[src/rtl/seg_scan_driver.sv]
// seg_scan_driver: DIGITS-digit multiplexed 7-seg scanner with PWM dimming and double-buffered load; SEG_LZ_SUPPRESS_EN adds leading-zero blanking.
// Latency: one registered cycle from scan state to pins; no backpressure, load is accepted on any cycle.
module seg_scan_driver #(
  parameter int DIGITS   = 8,
  parameter int CLK_DIV  = 100000,
  parameter int BRIGHT_W = 4
) (
  input  logic                  clk,
  input  logic                  rst,
  input  logic [4*DIGITS-1:0]   disp_data,
  input  logic [DIGITS-1:0]     disp_valid,
  input  logic [DIGITS-1:0]     disp_dp,
  input  logic                  load,
  input  logic [BRIGHT_W-1:0]   brightness,
  output logic [7:0]            seg_data,
  output logic [DIGITS-1:0]     seg_an,
  output logic                  frame_done
);

  localparam int PW = $clog2(CLK_DIV);
  localparam int IW = (DIGITS > 1) ? $clog2(DIGITS) : 1;
  localparam logic [PW-1:0] PRESC_LAST = PW'(CLK_DIV - 1);
  localparam logic [IW-1:0] IDX_LAST   = IW'(DIGITS - 1);

  logic [PW-1:0]       presc;
  logic [IW-1:0]       idx;
  logic [BRIGHT_W-1:0] pwm_cnt;
  logic [4*DIGITS-1:0] pend_data, shad_data;
  logic [DIGITS-1:0]   pend_valid, pend_dp, shad_valid, shad_dp;
  logic                pend_flag;
  logic                wrap_d;

  logic       slot_end, wrap;
  logic [3:0] cur_nib;
  logic [6:0] cur_pat;
  logic       cur_valid, cur_dp, pwm_lit, cur_sup, cur_show;

  assign slot_end = (presc == PRESC_LAST);
  assign wrap     = slot_end && (idx == IDX_LAST);

  function automatic logic [6:0] hex_seg(input logic [3:0] nib);
    logic [6:0] pat;
    case (nib)
      4'h0: pat = 7'h01;
      4'h1: pat = 7'h4F;
      4'h2: pat = 7'h12;
      4'h3: pat = 7'h06;
      4'h4: pat = 7'h4C;
      4'h5: pat = 7'h24;
      4'h6: pat = 7'h20;
      4'h7: pat = 7'h0F;
      4'h8: pat = 7'h00;
      4'h9: pat = 7'h04;
      4'hA: pat = 7'h08;
      4'hB: pat = 7'h60;
      4'hC: pat = 7'h31;
      4'hD: pat = 7'h42;
      4'hE: pat = 7'h30;
      default: pat = 7'h38;
    endcase
    return pat;
  endfunction

`ifdef SEG_LZ_SUPPRESS_EN
  logic [DIGITS-1:0] lz_mask, lz_next;
  logic              lz_run;

  // Mask is derived from the buffer about to become shadow, so it switches on the same edge.
  always_comb begin
    lz_next = '0;
    lz_run  = 1'b1;
    for (int i = DIGITS - 1; i > 0; i--) begin
      if (lz_run && pend_valid[i] && (pend_data[4*i +: 4] == 4'h0)) begin
        lz_next[i] = 1'b1;
      end else begin
        lz_run = 1'b0;
      end
    end
  end

  always_ff @(posedge clk) begin
    if (rst) begin
      lz_mask <= '0;
    end else if (wrap && pend_flag) begin
      lz_mask <= lz_next;
    end
  end

  assign cur_sup = lz_mask[idx];
`else
  assign cur_sup = 1'b0;
`endif

  always_comb begin
    cur_nib   = shad_data[{idx, 2'b00} +: 4];
    cur_pat   = hex_seg(cur_nib);
    cur_valid = shad_valid[idx];
    cur_dp    = shad_dp[idx];
    pwm_lit   = (brightness == '1) || (pwm_cnt < brightness);
    cur_show  = cur_valid && pwm_lit && !cur_sup;
  end

  always_ff @(posedge clk) begin
    if (rst) begin
      presc      <= '0;
      idx        <= '0;
      pwm_cnt    <= '0;
      pend_data  <= '0;
      pend_valid <= '0;
      pend_dp    <= '0;
      shad_data  <= '0;
      shad_valid <= '0;
      shad_dp    <= '0;
      pend_flag  <= 1'b0;
      wrap_d     <= 1'b0;
      frame_done <= 1'b0;
      seg_an     <= '1;
      seg_data   <= 8'hFF;
    end else begin
      presc   <= slot_end ? '0 : presc + 1'b1;
      pwm_cnt <= slot_end ? '0 : pwm_cnt + 1'b1;
      if (slot_end) begin
        idx <= (idx == IDX_LAST) ? '0 : idx + 1'b1;
      end

      // Wrap moves the old pending value; a coincident load lands in pending for the next frame.
      if (wrap && pend_flag) begin
        shad_data  <= pend_data;
        shad_valid <= pend_valid;
        shad_dp    <= pend_dp;
      end
      if (load) begin
        pend_data  <= disp_data;
        pend_valid <= disp_valid;
        pend_dp    <= disp_dp;
        pend_flag  <= 1'b1;
      end else if (wrap) begin
        pend_flag  <= 1'b0;
      end

      wrap_d     <= wrap;
      frame_done <= wrap_d;
      seg_an     <= cur_show ? ~(DIGITS'(1) << idx) : '1;
      seg_data   <= cur_show ? {cur_pat, ~cur_dp} : 8'hFF;
    end
  end

endmodule

[config.mk]
export PLATFORM = sky130hd
export DESIGN_NAME = seg_scan_driver
export DESIGN_NICKNAME = d
export VERILOG_FILES = /design/src/rtl/seg_scan_driver.sv
export SDC_FILE = /design/constraint.sdc
export NUM_CORES = 1
export LEC_CHECK = 0
export ABC_AREA = 1
export BUFFER_PORTS_ARGS = -buffer_cell sky130_fd_sc_hd__buf_2
export CAP_MARGIN = 10
export CORE_UTILIZATION = 58
export DETAILED_ROUTE_END_ITERATION = 8
export PLACE_DENSITY = 0.79
export SKIP_CTS_REPAIR_TIMING = 1
export SLEW_MARGIN = 40
export SYNTH_ARGS = -nofsm -noshare
export SYNTH_HDL_FRONTEND = slang
export SYNTH_SLANG_ARGS = --single-unit
[constraint.sdc]
create_clock -name clk -period 2.7 [get_ports clk]
set_input_delay 0.405 -clock clk [delete_from_list [all_inputs] [get_ports clk]]
set_output_delay 0.405 -clock clk [all_outputs]
set_load 0.005 [all_outputs]
# Yosys cells after proc, flatten, opt, wreduce, memory -nomap -nowiden
# Memory sizes are Yosys's and may differ from the RTL's. A register that Yosys moved wholly into a read port is not among the register bits.
# Cells that the tools add are included.
# Widths: inputs -> output; s select.
[word_totals]
n_memories = 1
inputBits = 55
ff_bits = 139
elab_cells = 42
output_inout_bits = 17
mem_bits_ro = 112
latchBits = 0
ram_bits = 0
[memory_table]
columns = ["name", "words", "width", "read_ports", "rd_ports_with_merged_regs", "write_ports", "line_no", "text"]
rows = [
  ["(name not given)", 16, 7, 1, 1, 0, "43", "case (nib)"],
]
[op_classes]
n_bitwise = 3
eq_ne = 3
n_lt_le_gt_ge = 2
n_div = 0
add_sub_neg = 3
mux = 7
n_shift = 2
reduce_logical = 7
n_mul = 0
[op_table]
columns = ["op", "n"]
rows = [
  ["$shiftx 32x6->4", 1],
  ["$add 17x1->17 const B", 1],
  ["$eq 17x17->1 const B", 1],
  ["$not 8->8", 1],
  ["$shl 1x3->8 const A", 1],
  ["$bmux 1 s3", 2],
  ["$add 4x1->4 const B", 1],
  ["$eq 4x4->1 const B", 1],
  ["$lt 3x4->1 const B", 1],
  ["$lt 4x4->1", 1],
  ["$mux 1", 4],
  ["$reduce_or 2->1", 2],
  ["$add 3x1->3 const B", 1],
  ["$eq 3x3->1 const B", 1],
  ["$logic_and 1x1->1", 3],
  ["$mux 3", 1],
  ["$not 1->1", 2],
  ["$reduce_bool 2->1", 1],
  ["$logic_or 1x1->1", 1],
]

# Longest topological paths before layout
[logic_depth]
depth_word = 5
ltp_mapped = 13
depth_no_buf = 11

# Worst setup path before layout
# OpenSTA, ideal clock, no wires.
[synth_path]
kind = "register to register"
from = "register idx[0]"
to = "register seg_data[2]"
setup_slack_ps = 779
arrival_time_ps = 1806
n_path_buf = 2
synth_period_minus_slack_ps = 1921
required_time_ps = 2585
setup_time_ps = 115
stages_incl_launch_ff = 14
cell_sequence = "dfxtp_1 > buf_2 > inv_2 > buf_4 > nand2_1 > nand3_1 > nand2_1 > o21ai_1 > inv_1 > ha_1 > nand3_1 > nor2_1 > nor2_1 > nand2_1"
[synth_via]
elab_chain_cells = 5
elab_cells_between_ends = 6
cone_classes = "1 x shift; 2 x mux; 1 x bitwise; 2 x reduce/logical"
[synth_lines]
columns = ["element", "line_no", "text"]
rows = [
  ["start, declared", "26", "logic [IW-1:0] idx;"],
  ["start signal, assigned", "123", "idx <= (idx == IDX_LAST) ? '0 : idx + 1'b1;"],
  ["$bmux 1 s3", "97", "cur_valid = shad_valid[idx];"],
  ["$mux 1 (implied by the code)", "97", ""],
  ["$logic_and 1x1->1", "100", "cur_show = cur_valid && pwm_lit && !cur_sup;"],
  ["$not 1->1 (no line)", "n/a", ""],
  ["$reduce_or 2->1 (no line)", "n/a", ""],
  ["end, declared", "15", "output logic [7:0] seg_data,"],
]
# Several ways; a longest one is shown, not always the timed one. The select of a mux whose other input is x is not followed.
# A chain may end at the register's enable or synchronous reset.

# Worst setup path in the final report
[layout_path]
from = "register idx[1]"
to = "register seg_data[2]"
# Same word-level chain as after synthesis.

==> out/results.tsv <==
stage	metric	value	unit
run	max_cap viols	0	
sta	final worst slack	0.476	ns
outcome	status	finished, final reports clean	
floorplan	die width	105	um
clock_network	Clock Tree Root	clkbuf_8	
power	power per cell area	655	nW/um^2
setup_path	CP Class	reg2reg	
sta	relative slew slack	50.8	%
power	Pint	3.71	mW
min_path	Hold Path Cell Cnt	3	
power	Net Sw Frac	21.0	%
logic_synthesis	Yosys top cell by area	dfxtp_1	
global_route	total gr overflow	0	
floorplan	DIE HEIGHT	105	um
drt	total routed wirelength	12.3	mm
sta	Fmax	450	MHz
setup_path	r2r setup slk	0.48	ns
sta	RSZ-0062 raised after global routing	false	
drt	DR WL/cell	11.5	um
logic_synthesis	largest cells by area after synthesis	dfxtp_1 45%, nor2_1 11%, o21ai_0 8.5%, inv_1 7.7%, nand2_1 6.5%	
drt	mean number of vias per cell	4.91	
floorplan	initial cell density of the core	59.7	%
drt	initial drt markers	318	
placed_design	IO Port Bufs	71	
setup_path	crit end category	register	
clock_network	Clock Latency Late Sink	0.53	ns
setup_path	RR Endpoint	seg_data[2]	
clock_network	Reg clk slew, reported paths	0.06	ns
layout	share of cells above drive strength 1	17.7	%
logic_synthesis	#FFs+latches synth	139	
setup_path	critical path cell sequence	inv_1 -> nand3_1 -> nand2_1 -> o21ai_1 -> inv_1 -> ha_1 -> nand3_1 -> nor2_1 -> nor2_1 -> nand2_1	
sta	Final Hold Viols	0	
clock_network	clock sink count	139	
clock_network	TritonCTS clock tree	done	
sta	fin crit period	2.22	ns
min_path	Hold Path Origin	disp_data[25]	
sta	final max-slew violation count	0	
setup_path	worst r2r src	idx[1]	
sta	setup violators final	0	
logic_synthesis	Syn Inst Count	864	
floorplan	row cnt	37	
sta	setup TNS	0	ns
drt	First-pass DRT Iterations	5	
global_route	antenna violations before repair	0	
placed_design	routability congestion estimate	0.849	
setup_path	Worst setup SP type	register	
power	Power, Total	4.70	mW
drt	vias after detailed routing	5265	
sta	Hold WS	0.0904	ns
clock_network	Clock Tree Buf Depth	2	
global_route	gr usage total	24.4	%
logic_synthesis	number of distinct library cells after synthesis	29	
setup_path	maximum fanout along the worst path	15	
power	sequential share of power	45.5	%
placed_design	hpwl dp	7.96	mm
logic_synthesis	area of the mapped netlist	6160	sq um
power	VDD IR max	0.000464	V
min_path	Endpoint, Worst Hold	pend_data[25]	
setup_path	Critical Path RT	3.12	ns
setup_path	CP bufs+invs	2	
setup_path	Worst Path Arrival	2.65	ns
sta	clock skew	0.00506	ns
floorplan	Std-Cell Core Area	10300	sq um
floorplan	die area	11000	sq um
global_route	first-pass GRT wire length	21.5	mm
layout	final net count	995	
power	clock share of power	50.5	%
layout	Filler Cell Count	882	
layout	most common cell after layout, fill and taps aside	nor2_1	
logic_synthesis	Ys Warns	0	
drt	drt drc	0	
min_path	Hold Crit Class	in2reg	
drt	antenna viol nets, final	0	
setup_path	Crit-path slowest cell	dfxtp_1	
setup_path	Slowest Stage Delay on Critical Path	0.64	ns
logic_synthesis	Seq/Total Area, Yosys	45.2	%
logic_synthesis	share of the synthesized area in the top cell type	45.2	%
power	Pleak	3.20	nW
clock_network	CTS Buf Count	17	
logic_synthesis	Synth Area per Inst	7.13	sq um
global_route	vias in the first global route	4843	
setup_path	top cell family by delay on the critical path	flip-flops	
placed_design	dpl ws	0.522	ns
global_route	largest net degree at the start of global routing	100	
clock_network	# H-tree levels	4	
floorplan	Ports	72	
sta	post-route clock period utilization	82.4	%
layout	most frequent cells in the layout	176 x nor2_1, 139 x dfxtp_1, 127 x inv_1, 107 x nand2_1, 105 x o21ai_0	
setup_path	R2R depth	10	
power	combinational group share of total power	4.0	%
sta	Slew @ Worst Pin	0.738	ns
layout	area grow syn2layout	16.6	%
layout	antenna diode count	0	
power	Net Switching	0.990	mW
logic_synthesis	syn_nets	936	
worst register-to-register path: cells and delay by family, from the launching register on:
kind | cells | cell delay (ns)
AO/OA/AOI/OAI | 1 | 0.35
adder cells (fa/ha/maj) | 1 | 0.26
buffers and inverters | 2 | 0.36
flip-flops | 1 | 0.64
AND/OR/NAND/NOR | 6 | 0.51
synthesized netlist by cell type, drive strengths merged:
cell,count
nor2,178
nand2,150
dfxtp,139
inv,132
o21ai,107
nand3,52
clkbuf,25
a21oi,18
ha,17
buf,15
nor3,9
nand4,5
o211ai,5
xor2,5
xnor2,2
a31oi,1
clkinv,1
nor3b,1
o21a,1
or2,1
per-layer routing:
metal | track usage [%] | vias to the layer above | routed length (um)
met5 | 0 | - | 0
met4 | 9.36 | 0 | 190
met3 | 6.18 | 15 | 501
met2 | 40.1 | 112 | 5870
met1 | 30.6 | 2355 | 5750
li1 | - | 2783 | -
cell families (layout without fill, tap and decap cells):
family	Yosys count	after routing	share of synthesized area [%]
and+or+nand+nor	396	396	28.0
buffers and inverters	173	245	11.4
DFF	139	139	45.2
AOI/OAI and AO/OA	132	132	11.0
adders and majority gates	17	17	3.45
xor gates and xnor gates	7	7	0.995
sequential cells by signal, summed over array words and instances (netlist names):
name / flops
shad_data: 32
wrap_d: 1
frame_done: 1
pend_dp: 8
seg_an: 8
shad_dp: 8
shad_valid: 8
idx: 3
pend_flag: 1
presc: 17
pend_data: 32
pwm_cnt: 4
seg_data: 8
pend_valid: 8
worst max path at each step:
stage	startpoint	end	slack [ns]	cells past startpoint
CTS	idx[1]	seg_data[2]	0.50	10
detailed placement	idx[1]	seg_data[2]	0.52	10
floorplan	idx[0]	seg_data[2]	0.78	13
finish	idx[1]	seg_data[2]	0.48	10
global route	idx[1]	seg_data[2]	0.22	10
global placement	idx[1]	seg_data[2]	0.60	10
metrics by stage:
| stage | cell area (sq um) | utilization, % | std cells |
|---|---|---|---|
| 6_report | 7180 | 69.6 | 1072 |
| 4_1_cts | 7180 | 69.6 | 1072 |
| 3_5_place_dp | 6560 | 63.6 | 1040 |
| 2_1_floorplan | 6160 | - | 864 |
| 3_3_place_gp | 6560 | 63.6 | 1040 |
| 5_1_grt | 7180 | 69.6 | 1072 |
power by group through the flow:
stage                     sequential, mW  combinational (mW)  clock (mW)
after floorplan                     2.17               0.121           0
after global placement              2.18               0.182           0
after detailed placement            2.18               0.187           0
after CTS                           2.14               0.190        2.40
after global routing                2.15               0.220        2.50
final                               2.14               0.188        2.38
layout make-up:
class | instances | area (sq um) | share of cell area, %
Inverter | 133 | 499 | 6.95
Sequential cell | 139 | 2780 | 38.7
Clock buffer | 22 | 483 | 6.72
Clock inverter | 10 | 138 | 1.92
Multi-Input combinational cell | 552 | 2680 | 37.2
Tap cell | 136 | 170 | 2.37
Timing Repair Buffer | 80 | 435 | 6.06
Power figures use the tool's default switching activity.
